--- config.mk ---
export PLATFORM = sky130hd
export DESIGN_NAME = ext_mem_port_ctrl
export DESIGN_NICKNAME = d
export VERILOG_FILES = /design/src/rtl/ext_mem_port_ctrl.sv
export SDC_FILE = /design/constraint.sdc
export NUM_CORES = 1
export LEC_CHECK = 0
export CAP_MARGIN = 10
export CORE_UTILIZATION = 35
export DETAILED_ROUTE_END_ITERATION = 8
export PLACE_DENSITY = 0.72
export SLEW_MARGIN = 25
export SYNTH_ARGS = -nofsm -noshare
export SYNTH_HDL_FRONTEND = slang
export SYNTH_SLANG_ARGS = --single-unit
--- constraint.sdc ---
create_clock -name clock -period 1.9 [get_ports clock]
set_input_delay 0.38 -clock clock [delete_from_list [all_inputs] [get_ports clock]]
set_output_delay 0.38 -clock clock [all_outputs]
set_load 0.05 [all_outputs]
--- src/rtl/ext_mem_port_ctrl.sv ---
// External load/readback responder: turns held host strobes into single-cycle IRAM/DRAM accesses.
// Optional accepted-write counter on wr_count is enabled by defining EXT_WRITE_COUNT_EN.
module ext_mem_port_ctrl #(
  parameter int ADDR_W  = 9,
  parameter int DATA_W  = 16,
  parameter int N_CORES = 4,
  parameter int RD_LAT  = 1
) (
  input  logic               clock,
  input  logic               reset,
  input  logic               start,
  input  logic               start_2,
  input  logic               start_3,
  input  logic               start_4,
  input  logic [ADDR_W-1:0]  addr_ext,
  input  logic [DATA_W-1:0]  Data_in_ins,
  input  logic [DATA_W-1:0]  Data_in_dram,
  input  logic [N_CORES-1:0] iram_write_ext,
  input  logic               dram_write_ext,
  input  logic               read_en_ext,
  output logic [DATA_W-1:0]  dram_in_1,
  output logic [N_CORES-1:0] iram_we,
  output logic [ADDR_W-1:0]  mem_addr,
  output logic [DATA_W-1:0]  mem_wdata,
  output logic               dram_we,
  output logic               dram_re,
  input  logic [DATA_W-1:0]  dram_rdata,
  output logic               ext_owns_mem,
  output logic               core_run,
  output logic               proto_err,
  output logic [15:0]        wr_count
);

  typedef enum logic [2:0] {
    S_IDLE, S_RUN, S_LOAD_I, S_LOAD_D, S_RD_IDLE, S_RD_WAIT, S_RD_HOLD
  } state_t;

  // One cycle for the registered dram_re plus RD_LAT for the RAM, plus the capture cycle.
  localparam logic [2:0] CAP_CNT = 3'(RD_LAT + 1);
  localparam logic [N_CORES-1:0] ONE = {{(N_CORES-1){1'b0}}, 1'b1};

  state_t              state_q, state_d, tgt, rd_next;
  logic [N_CORES-1:0]  iw_q, iw_rise, iram_we_q, iram_we_d;
  logic                dw_q, rd_q, dw_rise, rd_rise;
  logic                dram_we_q, dram_we_d, dram_re_q, dram_re_d;
  logic [ADDR_W-1:0]   addr_q, addr_d;
  logic [DATA_W-1:0]   wdata_q, wdata_d, rdout_q, rdout_d;
  logic                perr_q, perr_d;
  logic [2:0]          cnt_q, cnt_d;
  logic [1:0]          sel_cnt;
  logic                st_is_rd;

  assign iw_rise  = iram_write_ext & ~iw_q;
  assign dw_rise  = dram_write_ext & ~dw_q;
  assign rd_rise  = read_en_ext & ~rd_q;
  assign sel_cnt  = {1'b0, start_2} + {1'b0, start_3} + {1'b0, start_4};
  assign st_is_rd = (state_q == S_RD_IDLE) || (state_q == S_RD_WAIT) || (state_q == S_RD_HOLD);

  always_comb begin
    state_d   = state_q;
    tgt       = S_IDLE;
    rd_next   = state_q;
    iram_we_d = '0;
    dram_we_d = 1'b0;
    dram_re_d = 1'b0;
    addr_d    = addr_q;
    wdata_d   = wdata_q;
    rdout_d   = rdout_q;
    perr_d    = perr_q;
    cnt_d     = cnt_q;

    if (start)                tgt = S_RUN;
    else if (sel_cnt > 2'd1) begin
      tgt    = S_IDLE;
      perr_d = 1'b1;
    end
    else if (start_2)         tgt = S_LOAD_I;
    else if (start_3)         tgt = S_LOAD_D;
    else if (start_4)         tgt = S_RD_IDLE;

    // Strobe edges act on the registered mode, so a mode change and an edge in the same cycle use the old mode.
    case (state_q)
      S_LOAD_I: begin
        if (iw_rise != '0) begin
          if ((iw_rise & (iw_rise - ONE)) == '0) begin
            iram_we_d = iw_rise;
            addr_d    = addr_ext;
            wdata_d   = Data_in_ins;
          end else begin
            perr_d = 1'b1;
          end
        end
      end
      S_LOAD_D: begin
        if (dw_rise) begin
          dram_we_d = 1'b1;
          addr_d    = addr_ext;
          wdata_d   = Data_in_dram;
        end
      end
      S_RD_IDLE, S_RD_HOLD: begin
        if (rd_rise) begin
          dram_re_d = 1'b1;
          addr_d    = addr_ext;
          cnt_d     = 3'd0;
          rd_next   = S_RD_WAIT;
        end else if (state_q == S_RD_HOLD && !read_en_ext) begin
          rd_next = S_RD_IDLE;
        end
      end
      S_RD_WAIT: begin
        if (rd_rise) perr_d = 1'b1;
        if (cnt_q == CAP_CNT) begin
          if (tgt == S_RD_IDLE) rdout_d = dram_rdata;
          rd_next = S_RD_HOLD;
        end else begin
          cnt_d = cnt_q + 3'd1;
        end
      end
      default: ;
    endcase

    if (tgt == S_RD_IDLE && st_is_rd) state_d = rd_next;
    else                              state_d = tgt;
  end

  always_ff @(posedge clock or posedge reset) begin
    if (reset) begin
      state_q   <= S_IDLE;
      iw_q      <= '0;
      dw_q      <= 1'b0;
      rd_q      <= 1'b0;
      iram_we_q <= '0;
      dram_we_q <= 1'b0;
      dram_re_q <= 1'b0;
      addr_q    <= '0;
      wdata_q   <= '0;
      rdout_q   <= '0;
      perr_q    <= 1'b0;
      cnt_q     <= 3'd0;
    end else begin
      state_q   <= state_d;
      iw_q      <= iram_write_ext;
      dw_q      <= dram_write_ext;
      rd_q      <= read_en_ext;
      iram_we_q <= iram_we_d;
      dram_we_q <= dram_we_d;
      dram_re_q <= dram_re_d;
      addr_q    <= addr_d;
      wdata_q   <= wdata_d;
      rdout_q   <= rdout_d;
      perr_q    <= perr_d;
      cnt_q     <= cnt_d;
    end
  end

  assign iram_we      = iram_we_q;
  assign dram_we      = dram_we_q;
  assign dram_re      = dram_re_q;
  assign mem_addr     = addr_q;
  assign mem_wdata    = wdata_q;
  assign dram_in_1    = rdout_q;
  assign proto_err    = perr_q;
  assign core_run     = (state_q == S_RUN);
  assign ext_owns_mem = (state_q == S_LOAD_I) || (state_q == S_LOAD_D) || st_is_rd;

`ifdef EXT_WRITE_COUNT_EN
  logic [15:0] wcnt_q;
  logic        fire;

  assign fire = (iram_we_d != '0) || dram_we_d;

  // Entering LOAD_I restarts the count, but a write fired on that same edge still counts.
  always_ff @(posedge clock or posedge reset) begin
    if (reset)
      wcnt_q <= 16'd0;
    else if (state_d == S_LOAD_I && state_q != S_LOAD_I)
      wcnt_q <= {15'd0, fire};
    else if (fire && wcnt_q != 16'hFFFF)
      wcnt_q <= wcnt_q + 16'd1;
  end

  assign wr_count = wcnt_q;
`else
  assign wr_count = 16'd0;
`endif

endmodule

==> flow_metrics.py, run 1 <==
metrics = {
    "yosys": {
        "netlist_instances": 206,
        "ys.flop_type": "dfrtp_1",
        "synth_area_um2": 2900,
        "synth_top_cell_by_area": "dfrtp_1",
        "synthDistinctLibCells": 42,
        "synth_edf_count": 0,
        "async_reset_ff_frac": 1.00,
        "yosys_warnings": 0,
        "yosysSeqAreaShare": 0.517,
        "synth_top_area_share": 0.517,
        "avgSynthCellArea_um2": 14.1,
        "synth.most_common_cell": "dfrtp_1",
        "synth_seq_cells": 60,
        "synth_top_cells_by_area": "dfrtp_1 (52%), mux2_2 (14%), mux2_4 (9.8%)",
        "ys_top_cells_by_count": "dfrtp_1 (60), mux2_2 (35), mux2_4 (19)",
    },
    "critical_path": {
        "crit_family": "buffers and inverters",
        "startpoint_type": "flop",
        "path_cells": "clkdlybuf4s50_1",
        "cp_max_fo": 1,
        "crit_slowest_cell": "clkdlybuf4s50_1",
        "crit_type": "reg -> out",
        "arrival_ns": 1.45,
        "timing.critical_path.slowest_cell_delay_ns": 0.80,
        "regToRegStartpoint": "iw_q[3]$_DFF_PP0_",
        "startpoint": "iram_we[0]$_DFF_PP0_",
        "r2r.worst_path.cells": 7,
        "path_depth": 1,
        "crit_path_end_kind": "output pin",
        "worstPathRequired_ns": 1.52,
        "critPathBufInv": 1,
    },
    "detailed_routing": {
        "dr.first_iter.drc_count": 37,
        "remaining_drc_errors": 0,
        "vias": 2109,
        "routed_via_density": 4.55,
        "drt-pass1-iter-count": 4,
        "ant_nets": 0,
        "routed_wirelength_um": 6440,
        "wire_per_inst_um": 13.9,
    },
    "placement": {
        "portBuffers": 118,
        "dp_cells": 441,
        "hpwl_um": 4920,
        "place_congestion": 0.780,
        "placed_cell_area_um2": 4280,
    },
    "floorplan": {
        "start_util": 0.368,
        "num_rows": 32,
        "core_area_um2": 7890,
        "num_io_pins": 135,
        "die_h_um": 93.1,
        "die_x_um": 93.1,
        "die-area_um2": 8660,
    },
    "cts": {
        "cts_tree": "built",
        "cts_sinks": 60,
        "cts-root-buf": "clkbuf_8",
        "clk_pin_slew_worst_paths_ns": 0.07,
        "cts_buffers": 9,
        "cts_max_level": 3,
        "clock_latency_ns": 0.33,
        "clockBufferDepth": 2,
    },
    "timing": {
        "holdWs_ns": 0.256,
        "fin_skew_ns": 0.00765,
        "fmax_ghz": 0.546,
        "rsz0062_at_grt": "false",
        "relSlewSlack": 0.664,
        "period_share": 0.965,
        "tightest_slew_ns": 0.491,
        "fin_crit_ns": 1.83,
        "setup_viol": 0,
        "final_hold_viol_count": 0,
        "slew_viol_final": 0,
    },
    "global_routing": {
        "grt_max_degree": 26,
        "track_usage": 0.157,
        "grt_pass1_vias": 2220,
        "antenna_found_initial": 0,
        "overflow": 0,
        "grt_pass1_wl_um": 10500,
    },
    "cells_and_area": {
        "final_nets": 429,
        "final_cell_area_um2": 4620,
        "syn2layout_area_growth_pct": 59.0,
        "layout.cells.non_filler": 464,
        "antennaDiodeCount": 0,
        "drive_above_1_share": 0.359,
        "nFillCells": 642,
    },
    "status": {
        "outcome": "finished, final reports clean",
    },
    "hold_path": {
        "holdPathStages": 1,
        "hold_class": "in -> reg",
        "hp-start": "iram_write_ext[0]",
    },
    "flow_run": {
        "maxCapViolCount": 0,
    },
    "power_and_ir_drop": {
        "p_leak_nw": 2.57,
        "cellPowerDensity_nw_per_um2": 986,
        "vdd_drop_max_mv": 0.648,
    },
}
-- flip-flops by register name, indices dropped and copies added (netlist names) --
signal,count
iram_we,4
iw_q,4
rd_q,1
cnt_q,3
dram_we,1
dram_in_1,16
mem_wdata,16
mem_addr,9
dram_re,1
proto_err,1
dw_q,1
state_q,3
-- worst paths after layout --
| kind | endpoint | slack, ns |
|---|---|---|
| min in group asynchronous | mem_wdata[15]$_DFFE_PP0P_ | 0.38 |
| setup reg to reg | mem_wdata[1]$_DFFE_PP0P_ | 0.09 |
| max in group asynchronous | mem_addr[6]$_DFFE_PP0P_ | 1.04 |
| hold reg to reg | dram_in_1[1]$_DFFE_PP0P_ | 0.49 |
| setup / recovery | iram_we[0] | 0.07 |
| hold / removal | iw_q[0]$_DFF_PP0_ | 0.26 |
-- cell usage in the layout (no fill, tap or decap), types with 2 or more instances in the layout --
cell type,netlist,final
nand2_1,5,5
clkdlybuf4s50_1,0,65
clkinv_2,0,4
buf_4,17,37
nor2_1,11,11
nor2b_1,3,2
a21oi_1,2,2
o21ai_0,3,3
mux2_1,4,4
dfrtp_1,60,58
dfrtp_2,0,2
inv_1,5,4
nand2b_1,2,2
xnor2_1,2,2
dlymetal6s2s_1,0,31
nand2b_4,4,4
buf_12,0,6
mux2_2,35,35
mux2_4,19,19
nor3_1,3,3
nand3b_1,2,2
clkbuf_8,0,10
conb_1,1,16
ha_1,3,3
dlygate4sd2_1,0,6
-- report_power, final --
group / total [mW] / switching, mW / internal [mW] / leakage (nW)
sequential: 1.64 / 0.131 / 1.51 / 0.757
combinational: 1.93 / 1.15 / 0.782 / 1.73
clock: 0.974 / 0.475 / 0.499 / 0.0889
-- repair_timing --
item                                    in CTS  in global routing
buffers inserted                             2                  4
cloned                                       0                  1
resized for setup                            7                 33
endpoints found under the setup margin      31                 50
pin swaps                                    3                  4
hold buffers                                 0                  0
-- worst reg2reg max path: stages, from the launching register on --
cell and delay (ns):
dfrtp_1 0.38, nand2b_4 0.16, xnor2_2 0.21, a311oi_4 0.11
buf_4 0.17, nor2_4 0.14, clkbuf_16 0.18, mux2_2 0.34
-- metrics by stage --
stage	setup slack, ns	total power [mW]	utilization	setup TNS, ns
3_5_place_dp	-0.543	3.63	0.542	-15.59
4_1_cts	0.00143	4.62	0.568	0
6_report	0.0672	4.55	0.585	0
3_3_place_gp	-0.483	3.59	0.542	-13.64
5_1_grt	0.00666	4.79	0.585	0
2_1_floorplan	0.0353	2.96	-	0
-- layout make-up --
| class | instances | area [µm²] | area share |
|---|---|---|---|
| timing repair buffer | 146 | 1510 | 0.328 |
| multi-input combinational | 135 | 1280 | 0.278 |
| inverter | 5 | 18.8 | 0.00407 |
| clock inverter | 5 | 27.5 | 0.00596 |
| clock buffer | 11 | 141 | 0.0306 |
| tap | 102 | 128 | 0.0276 |
| sequential | 60 | 1500 | 0.326 |
-- kinds of logic after synthesis --
kind of cell	count (synthesis)	share of synthesized area
adders and majority gates	3	0.0129
DFF	60	0.517
muxes	58	0.250
buffers and inverters	26	0.0612
other	1	0.00129
AOI/OAI and AO/OA	14	0.0422
and+or+nand+nor	41	0.104
xor gates and xnor gates	3	0.0116
-- metal layers --
layer / vias up / track usage / share of wire
li1: 992 / - / -
met4: 0 / 0.0308 / 0.0090
met1: 1016 / 0.190 / 0.42
met3: 9 / 0.0642 / 0.073
met5: - / 0 / 0
met2: 92 / 0.265 / 0.50
Note: power is estimated with default switching activity, not from simulation.
==> run 2: changes to the inputs <==
PLACE_DENSITY = 0.73   (was 0.72)
==> run 2 against run 1 <==
Wire length is 1.1% higher. Fmax decreased by 1.0%. Core utilization fell by 0.095 points. Non-clock buffer count decreased by 3. Sequential power about the same. Power grew 3.1%. Critical path type unchanged. Critical endpoint is now dram_in_1[14].
==> flow_metrics.py, run 2 (same netlist as run 1, synthesis figures left out) <==
metrics = {
    "detailed_routing": {
        "vias": 2074,
        "wire_per_inst_um": 14.2,
        "routed_wirelength_um": 6510,
        "ant_nets": 0,
        "dr.first_iter.drc_count": 32,
        "routed_via_density": 4.52,
        "remaining_drc_errors": 0,
        "drt-pass1-iter-count": 4,
    },
    "global_routing": {
        "grt_max_degree": 24,
        "overflow": 0,
        "antenna_found_initial": 0,
        "grt_pass1_wl_um": 10200,
        "track_usage": 0.152,
        "grt_pass1_vias": 2227,
    },
    "timing": {
        "setup_viol": 0,
        "fmax_ghz": 0.540,
        "fin_crit_ns": 1.85,
        "relSlewSlack": 0.616,
        "holdWs_ns": 0.257,
        "final_hold_viol_count": 0,
        "period_share": 0.975,
        "slew_viol_final": 0,
        "fin_ws_ns": 0.0478,
        "tightest_slew_ns": 0.561,
        "fin_skew_ns": 0.00608,
    },
    "floorplan": {
        "start_util": 0.368,
        "die-area_um2": 8660,
        "core_area_um2": 7890,
        "num_rows": 32,
        "die_h_um": 93.1,
        "num_io_pins": 135,
        "die_x_um": 93.1,
    },
    "critical_path": {
        "startpoint_type": "flop",
        "cp_max_fo": 2,
        "worstPathRequired_ns": 1.52,
        "r2r.worst_path.cells": 6,
        "crit_slowest_cell": "clkdlybuf4s50_1",
        "crit_path_end_kind": "output pin",
        "path_depth": 1,
        "path_cells": "clkdlybuf4s50_1",
        "arrival_ns": 1.47,
        "crit_family": "buffers and inverters",
        "timing.critical_path.slowest_cell_delay_ns": 0.80,
        "critPathBufInv": 1,
        "crit_type": "reg -> out",
    },
    "placement": {
        "place_congestion": 0.792,
        "placed_cell_area_um2": 4280,
        "place_ws_ns": -0.556,
        "hpwl_um": 4910,
        "portBuffers": 118,
    },
    "cells_and_area": {
        "fin_util": 0.584,
        "final_common_cell": "clkdlybuf4s50_1",
        "final_nets": 426,
        "final_cell_area_um2": 4610,
        "layout_common_cells": "clkdlybuf4s50_1 (71), dfrtp_1 (58), mux2_2 (35), buf_4 (32), dlymetal6s2s_1 (28)",
        "nFillCells": 648,
        "antennaDiodeCount": 0,
        "drive_above_1_share": 0.345,
        "syn2layout_area_growth_pct": 58.8,
    },
    "cts": {
        "cts_tree": "built",
        "clockBufferDepth": 2,
        "clock_latency_ns": 0.33,
        "clk_pin_slew_worst_paths_ns": 0.07,
        "cts-root-buf": "clkbuf_8",
        "cts_buffers": 9,
        "cts_hold_buf": 0,
        "cts_sinks": 60,
        "cts_max_level": 3,
    },
    "power_and_ir_drop": {
        "p_leak_nw": 2.48,
        "cellPowerDensity_nw_per_um2": 1020,
        "total_power_mw": 4.69,
        "vdd_drop_max_mv": 0.669,
    },
    "flow_run": {
        "maxCapViolCount": 0,
    },
    "status": {
        "outcome": "finished, final reports clean",
    },
    "hold_path": {
        "holdPathStages": 1,
        "hold_class": "in -> reg",
    },
}
[run 2: power by group]
group	leakage, nW	internal, mW	total [mW]	switching [mW]
logic	1.63	0.778	1.93	1.15
clock network	0.0983	0.661	1.12	0.456
registers	0.756	1.51	1.64	0.131
total	2.48	2.95	4.69	1.74
[run 2: cell type report]
cell class | instances | area [µm²] | area share
Timing Repair Buffer | 143 | 1490 | 0.322
Clock buffer | 12 | 155 | 0.0337
Inverter | 5 | 18.8 | 0.00407
Multi-Input combinational cell | 135 | 1280 | 0.278
Clock inverter | 2 | 35.0 | 0.00760
Tap cell | 102 | 128 | 0.0277
Sequential cell | 60 | 1500 | 0.326
[run 2: worst paths after layout]
| path | slack [ns] | start | endpoint |
|---|---|---|---|
| max | 0.05 | dram_in_1[14]$_DFFE_PP0P_ | dram_in_1[14] |
| min | 0.26 | iram_write_ext[2] | iw_q[2]$_DFF_PP0_ |
| max reg2reg | 0.09 | state_q[0]$_DFFE_PP0P_ | mem_wdata[7]$_DFFE_PP0P_ |
| min reg2reg | 0.49 | proto_err$_DFF_PP0_ | proto_err$_DFF_PP0_ |
| max in group asynchronous | 1.04 | reset | state_q[2]$_DFFE_PP0P_ |
| min in group asynchronous | 0.38 | reset | mem_addr[5]$_DFFE_PP0P_ |
[run 2: timing repair]
| item | in CTS | in global routing |
|---|---|---|
| buffers inserted | 3 | 1 |
| gates resized for setup | 6 | 30 |
| pin swaps | 3 | 1 |
| setup endpoints to repair | 32 | 50 |
[run 2: stage by stage]
stage / cells / TNS [ns]
after floorplan: 221 / 0
after global placement: 441 / -14.22
after detailed placement: 441 / -15.54
after CTS: 458 / 0
after global routing: 459 / -0.00501
final: 459 / 0
[run 2: per-layer routing]
metal / track usage / up-vias / wire length, µm
li1: - / 986 / -
met1: 0.174 / 984 / 2670
met2: 0.266 / 98 / 3300
met3: 0.0577 / 6 / 502
met4: 0.0423 / 0 / 39
met5: 0 / - / 0
==> run 3: changes to the inputs <==
ABC_CLOCK_PERIOD_IN_PS = 1900   (was not set)
==> results of run 3 <==
Same layout as run 2: the final DEF is identical, and so are final timing and power.
